[src/rtl/serial_addsub_pkg.sv]
// Shared definitions for the bit-serial adder/subtractor: FSM encoding and default width.
package serial_addsub_pkg;

    typedef enum logic [1:0] {
        IDLE = 2'd0,
        RUN  = 2'd1,
        DONE = 2'd2
    } state_t;

    localparam int DEFAULT_WIDTH = 8;

endpackage

[src/rtl/addsub_bit_cell.sv]
// Single 1-bit add/sub cell: b is inverted by ctl before entering a full adder.
module addsub_bit_cell (
    input  logic a,
    input  logic b,
    input  logic ctl,
    input  logic ci,
    output logic s,
    output logic co
);

    logic bx;

    always_comb begin
        bx = b ^ ctl;
        s  = a ^ bx ^ ci;
        co = (a & bx) | (ci & (a ^ bx));
    end

endmodule

[src/rtl/serial_addsub.sv]
// Bit-serial WIDTH-bit two's-complement adder/subtractor, one operand bit per cycle, LSB first.
// Optional zero-result flag enabled by defining SERIAL_ADDSUB_ZERO_FLAG_EN.
module serial_addsub
    import serial_addsub_pkg::*;
#(
    parameter int WIDTH = DEFAULT_WIDTH
) (
    input  logic             clk,
    input  logic             rst_n,
    input  logic             start,
    input  logic             sub,
    input  logic [WIDTH-1:0] a,
    input  logic [WIDTH-1:0] b,
    output logic             busy,
    output logic             done,
    output logic [WIDTH-1:0] result,
    output logic             cout,
    output logic             overflow
`ifdef SERIAL_ADDSUB_ZERO_FLAG_EN
    ,
    output logic             zero
`endif
);

    localparam int CNT_W = (WIDTH > 2) ? $clog2(WIDTH) : 1;
    localparam logic [CNT_W-1:0] LAST_BIT = CNT_W'(WIDTH - 1);

    state_t           state;
    state_t           state_nxt;
    logic [WIDTH-1:0] a_sh;
    logic [WIDTH-1:0] b_sh;
    logic             sub_r;
    logic             carry;
    logic [CNT_W-1:0] cnt;
    logic             s;
    logic             co;
    logic             c_msb;
    logic             accept;
    logic             last_bit;

    addsub_bit_cell u_cell (
        .a   (a_sh[0]),
        .b   (b_sh[0]),
        .ctl (sub_r),
        .ci  (carry),
        .s   (s),
        .co  (co)
    );

    always_ff @(posedge clk or negedge rst_n) begin
        if (!rst_n) begin
            state <= IDLE;
        end else begin
            state <= state_nxt;
        end
    end

    always_comb begin
        state_nxt = state;
        accept    = 1'b0;
        last_bit  = 1'b0;
        busy      = 1'b0;
        done      = 1'b0;
        c_msb     = carry;
        case (state)
            IDLE: begin
                if (start) begin
                    accept    = 1'b1;
                    state_nxt = RUN;
                end
            end
            RUN: begin
                busy = 1'b1;
                if (cnt == LAST_BIT) begin
                    last_bit  = 1'b1;
                    state_nxt = DONE;
                end
            end
            DONE: begin
                done      = 1'b1;
                state_nxt = IDLE;
            end
            default: state_nxt = IDLE;
        endcase
    end

    // Carry FF seeded with sub supplies the +1 of the two's-complement negation of b.
    always_ff @(posedge clk or negedge rst_n) begin
        if (!rst_n) begin
            a_sh     <= '0;
            b_sh     <= '0;
            sub_r    <= 1'b0;
            carry    <= 1'b0;
            cnt      <= '0;
            result   <= '0;
            cout     <= 1'b0;
            overflow <= 1'b0;
        end else if (accept) begin
            a_sh  <= a;
            b_sh  <= b;
            sub_r <= sub;
            carry <= sub;
            cnt   <= '0;
        end else if (busy) begin
            a_sh   <= {1'b0, a_sh[WIDTH-1:1]};
            b_sh   <= {1'b0, b_sh[WIDTH-1:1]};
            result <= {s, result[WIDTH-1:1]};
            carry  <= co;
            if (last_bit) begin
                cout     <= co;
                overflow <= c_msb ^ co;
            end else begin
                cnt <= cnt + 1'b1;
            end
        end
    end

`ifdef SERIAL_ADDSUB_ZERO_FLAG_EN
    logic zero_acc;

    // Running OR of sum bits; the final bit is folded in on the edge that enters DONE.
    always_ff @(posedge clk or negedge rst_n) begin
        if (!rst_n) begin
            zero_acc <= 1'b0;
            zero     <= 1'b0;
        end else if (accept) begin
            zero_acc <= 1'b0;
            zero     <= 1'b0;
        end else if (busy) begin
            zero_acc <= zero_acc | s;
            if (last_bit) begin
                zero <= ~(zero_acc | s);
            end
        end
    end
`endif

endmodule

[config.mk]
export PLATFORM = sky130hd
export DESIGN_NAME = serial_addsub
export DESIGN_NICKNAME = d
export VERILOG_FILES = /design/src/rtl/serial_addsub_pkg.sv /design/src/rtl/addsub_bit_cell.sv /design/src/rtl/serial_addsub.sv
export SDC_FILE = /design/constraint.sdc
export NUM_CORES = 1
export LEC_CHECK = 0
export CAP_MARGIN = 25
export CORE_ASPECT_RATIO = 0.5
export CORE_MARGIN = 2
export CORE_UTILIZATION = 40
export DETAILED_ROUTE_END_ITERATION = 8
export PLACE_DENSITY_LB_ADDON = 0.3
export SETUP_SLACK_MARGIN = 0.2
export SYNTH_ARGS = -nofsm -noshare
export SYNTH_HDL_FRONTEND = slang
export SYNTH_SLANG_ARGS = --single-unit
[constraint.sdc]
create_clock -name clk -period 3 [get_ports clk]
set_input_delay 0.9 -clock clk [delete_from_list [all_inputs] [get_ports clk]]
set_output_delay 0.9 -clock clk [all_outputs]
set_load 0.01 [all_outputs]
[Word-level counts from Yosys, hierarchy flattened]
Index checks and enable logic that the tools add are counted.
Operators by class
  bitwise gates (word level): 8
  mux-type cells: 18
  eq/ne operators: 6
  reduce and logical (&&, ||, !) cells: 6
  add/sub/neg operators: 1
Operator list (number)
  $mux W8: 4
  $mux W3: 3
  $mux W1: 8
  $ne A2 B2 Y1 const B: 3
  $reduce_and A2 Y1: 3
  $mux W2: 2
  $pmux W2 S2: 1
  $xor A1 B1 Y1: 4
  $add A3 B1 Y3 const B: 1
  $eq A3 B3 Y1 const B: 1
  $reduce_and A3 Y1: 1
  $and A1 B1 Y1: 2
  $eq A2 B1 Y1 const B: 1
  $eq A2 B2 Y1 const B: 1
  $logic_not A2 Y1: 1
  $reduce_bool A2 Y1: 1
  $not A1 Y1: 1
  $or A1 B1 Y1: 1
Storage, ports and cells
  output and inout bits: 12
  bits of input ports: 20
  word-level logic and storage cells: 48
  register bits after elaboration: 33

[Logic depth before layout (Yosys ltp)]
  depth in word-level cells: 6
  depth in mapped cells: 6
  depth with buffers taken out: 5

[Modules after synthesis]
From an unflattened synthesis, not the netlist that was laid out.
Second synthesis, totals
  cells, all modules: 160
  area total of the unflattened synthesis: 1579.0 um2
By module, submodules not included
  serial_addsub: times used 1, sequential area each 825.8 um2, cells an instance 154, area each 1535.2 um2
  addsub_bit_cell: times used 1, sequential area each 0.0 um2, cells an instance 6, area each 43.8 um2

[Worst setup path before layout]
Ideal clock, no wire load.
  path kind: reg-to-output
  start point: reg state[1]
  end point: out busy
  stages on the path, launching flop included: 5
  required time: 2.100 ns
  path slack: 1.228 ns
  buffers on the path: 2
  data arrival time: 0.872 ns
  path through: dfrtp_1 -> buf_6 -> nand2b_1 -> buf_6 -> inv_2
Between the ends
  longest elaborated chain between the ends: 2
Ends and longest elaborated chain
  start: declaration: RTL line serial_addsub.sv:28  | state_t state;
  start signal: assignment: RTL line serial_addsub.sv:54  | state <= state_nxt;
  $eq A2 B1 Y1: RTL line serial_addsub.sv:65  | case (state)
  $mux W1: RTL line serial_addsub.sv:65
  end: declaration: RTL line serial_addsub.sv:14  | output logic busy,
Every way passes these cells.

[Worst setup path after layout]
  start point: reg state[1]
  end point: out done
Between the ends
  longest elaborated chain between the ends: 2
Ends and longest elaborated chain
  $eq A2 B2 Y1: RTL line serial_addsub.sv:65
  $mux W1: RTL line serial_addsub.sv:65
  end: declaration: RTL line serial_addsub.sv:15  | output logic done,
Every way passes these cells.

==> metrics.cfg <==
[synthesis]
synth_top_family_by_area = simple AND/OR/NAND/NOR gates
synth.area.top_cells = dfrtp_1 52%, nand2_1 6.1%, o22ai_1 5.1%
synth-simple-area-share_pct = 19.83
postSynth.asyncResetShare_pct = 100.0
synthMuxAreaShare_pct = 1.416
synth_common_cells = 33 x dfrtp_1, 26 x nand2_1, 15 x nor3_1
synth-seq-cells = 33
synth_xor_area_share_pct = 1.101
synth_most_common_cell = dfrtp_1
synth.net_count = 179
ys.warnings.count = 0
synth-main-ff-cell = dfrtp_1
ys_types = 31
netlist_area_sq_um = 1590
synth_top_area_share_pct = 51.93
synth_compound_area_share_pct = 16.29
yosysTopAreaCell = dfrtp_1
ys_seq_area_share_pct = 51.93
synth_edf_count = 0
syn_inst = 156
synthAdderAreaFrac_pct = 2.832
syn_avg_cell_area_sq_um = 10.19

[placed_design]
hpwl_mm = 2.150
dp_cells = 233
portBuffers = 31
dp_slack_ns = 0.4152
gp_congestion = 0.7198

[sta]
period_needed_ns = 2.648
setup_tns_ns = 0
postLayoutSetupSlackWorst_ns = 0.3519
min_period_over_period_pct = 88.27
worst_pin_slew_ns = 0.4372
relSlewSlack_pct = 70.76
rsz0062_at_grt = false
setup_viol = 0
skew_ns = 0.008148
fmax_mhz = 377.6
slew_violations = 0
finalHoldViolations = 0

[clocking]
h-tree-depth = 2
clock_sinks = 33
cts_setup_buffers = 0
cts_tree = built
numCtsBuffers = 5
clkTransAtPathRegs_ns = 0.07
cts_max_path_buffers = 2
cts-resized-gates = 0
root_buffer = clkbuf_8
cts_hold_buf = 0
worstSkewPairLatency_ns = 0.28

[power]
power.density_nw_per_um2 = 1114
p_leak_nw = 0.8749
ir_drop_v = 0.0003343

[drt]
drc = 0
antenna_left = 0
viasPerCell = 5.071
wirelength_mm = 3.159
first_pass_iters = 4
dr_total_vias = 1222
drt_iter0_markers = 49
wl_per_cell_microns = 13.11

[flow_run]
cap_viol_max_count = 0

[die]
start_util_pct = 41.16
core_area_sq_um = 3864
rows = 16
fp.dieH_microns = 48.59
die_w_microns = 93.17
io_pins = 32
fp.dieArea_sq_um = 4527

[global_routing]
grt_pass1_wl_mm = 5.161
overflow = 0
grt_pass1_vias = 1131
grtUsageTotal_pct = 14.81
grt_start_max_net_pins = 34
antenna_found_initial = 0

[status]
status = finished, final reports clean

[final_layout]
fin_nets = 209
fin_cells = 241
final_util_pct = 52.30
synthToLayoutAreaGrowth_pct = 27.07
drive_gt1_share_pct = 12.30
n_antenna_cell = 0

[min_path]
min_path_type = register to register

[critical_path]
r2r_slack_ns = 1.20
cp.required_ns = 2.10
cp_max_fo = 16
path_class = register to output pin
cp-end-kind = output pin
startpoint_type = register
cp.arrival_ns = 1.75

-- per-stage QoR --
step / total power [W] / instance area, sq um / hold slack, ns
final: 0.002251 / 2021 / 0.4776
after global routing: 0.002424 / 2021 / 0.5204
after CTS: 0.002267 / 2021 / 0.4846
after detailed placement: 0.001837 / 1904 / 0.4693
after global placement: 0.001797 / 1904 / 0.4632
after floorplan: 0.001565 / 1590 / 0.4723
-- path summary, 6_finish.rpt --
check                                from   endpoint  cells past startpoint
worst max-delay path             state[1]       done                      3
worst min-delay path            result[0]  result[0]                      2
worst max register to register   state[0]     cnt[0]                      4
worst min register to register  result[0]  result[0]                      2
max in group asynchronous           rst_n    a_sh[4]                      2
min in group asynchronous           rst_n    a_sh[2]                      2
-- metal layers --
metal	wire length [microns]	share of wire (%)	GRT usage [%]
met2	1381	44	22.22
met3	108	3.4	4.206
met1	1592	50	19.82
met5	0	0	0
met4	76	2.4	7.353
-- placed cells by master, fill, tap and decap left out, types with 3 or more instances in the layout --
master | Yosys | layout
nor3_2 | 4 | 4
nor2_1 | 11 | 11
o22ai_1 | 13 | 13
clkdlybuf4s50_1 | 0 | 31
nand2_1 | 26 | 26
a22o_1 | 5 | 5
inv_1 | 3 | 3
nor3_1 | 15 | 15
dfrtp_1 | 33 | 33
buf_4 | 3 | 3
o32ai_1 | 8 | 8
clkbuf_8 | 0 | 6
o21ai_0 | 6 | 6
-- registers in the layout, indices dropped and copies added (netlist names) --
signal and cells:
b_sh 8, cnt 3, sub_r 1, a_sh 8, state 2, c_msb 1
cout 1, overflow 1, result 8
-- layout make-up --
class                           count  area [sq um]
Clock buffer                        7         86.33
Clock inverter                      1         30.03
Fill cell                         356          1843
Inverter                            5         18.77
Multi-Input combinational cell    107         659.4
Sequential cell                    33         825.8
Tap cell                           54         67.56
Timing Repair Buffer               34         332.8
-- power by group --
part,switching (W),internal (W),leakage [nW]
logic,0.000489,0.000490,0.415
clock network,0.000158,0.000271,0.0585
registers,0.000182,0.000661,0.401
total,0.000829,0.00142,0.875
-- cell families (layout without fill, tap and decap cells) --
family	Yosys count	after routing
simple gates	64	64
compound gates	36	36
flops	33	33
buf+inv	16	47
fa+ha+maj	3	3
xor+xnor	2	2
mux	2	2
-- critical path, stage by stage (launching register included) --
cell,delay (ns)
dfrtp_1,0.54
inv_2,0.21
nor2_1,0.16
clkdlybuf4s50_1,0.55
(Power assumes the default switching activity.)
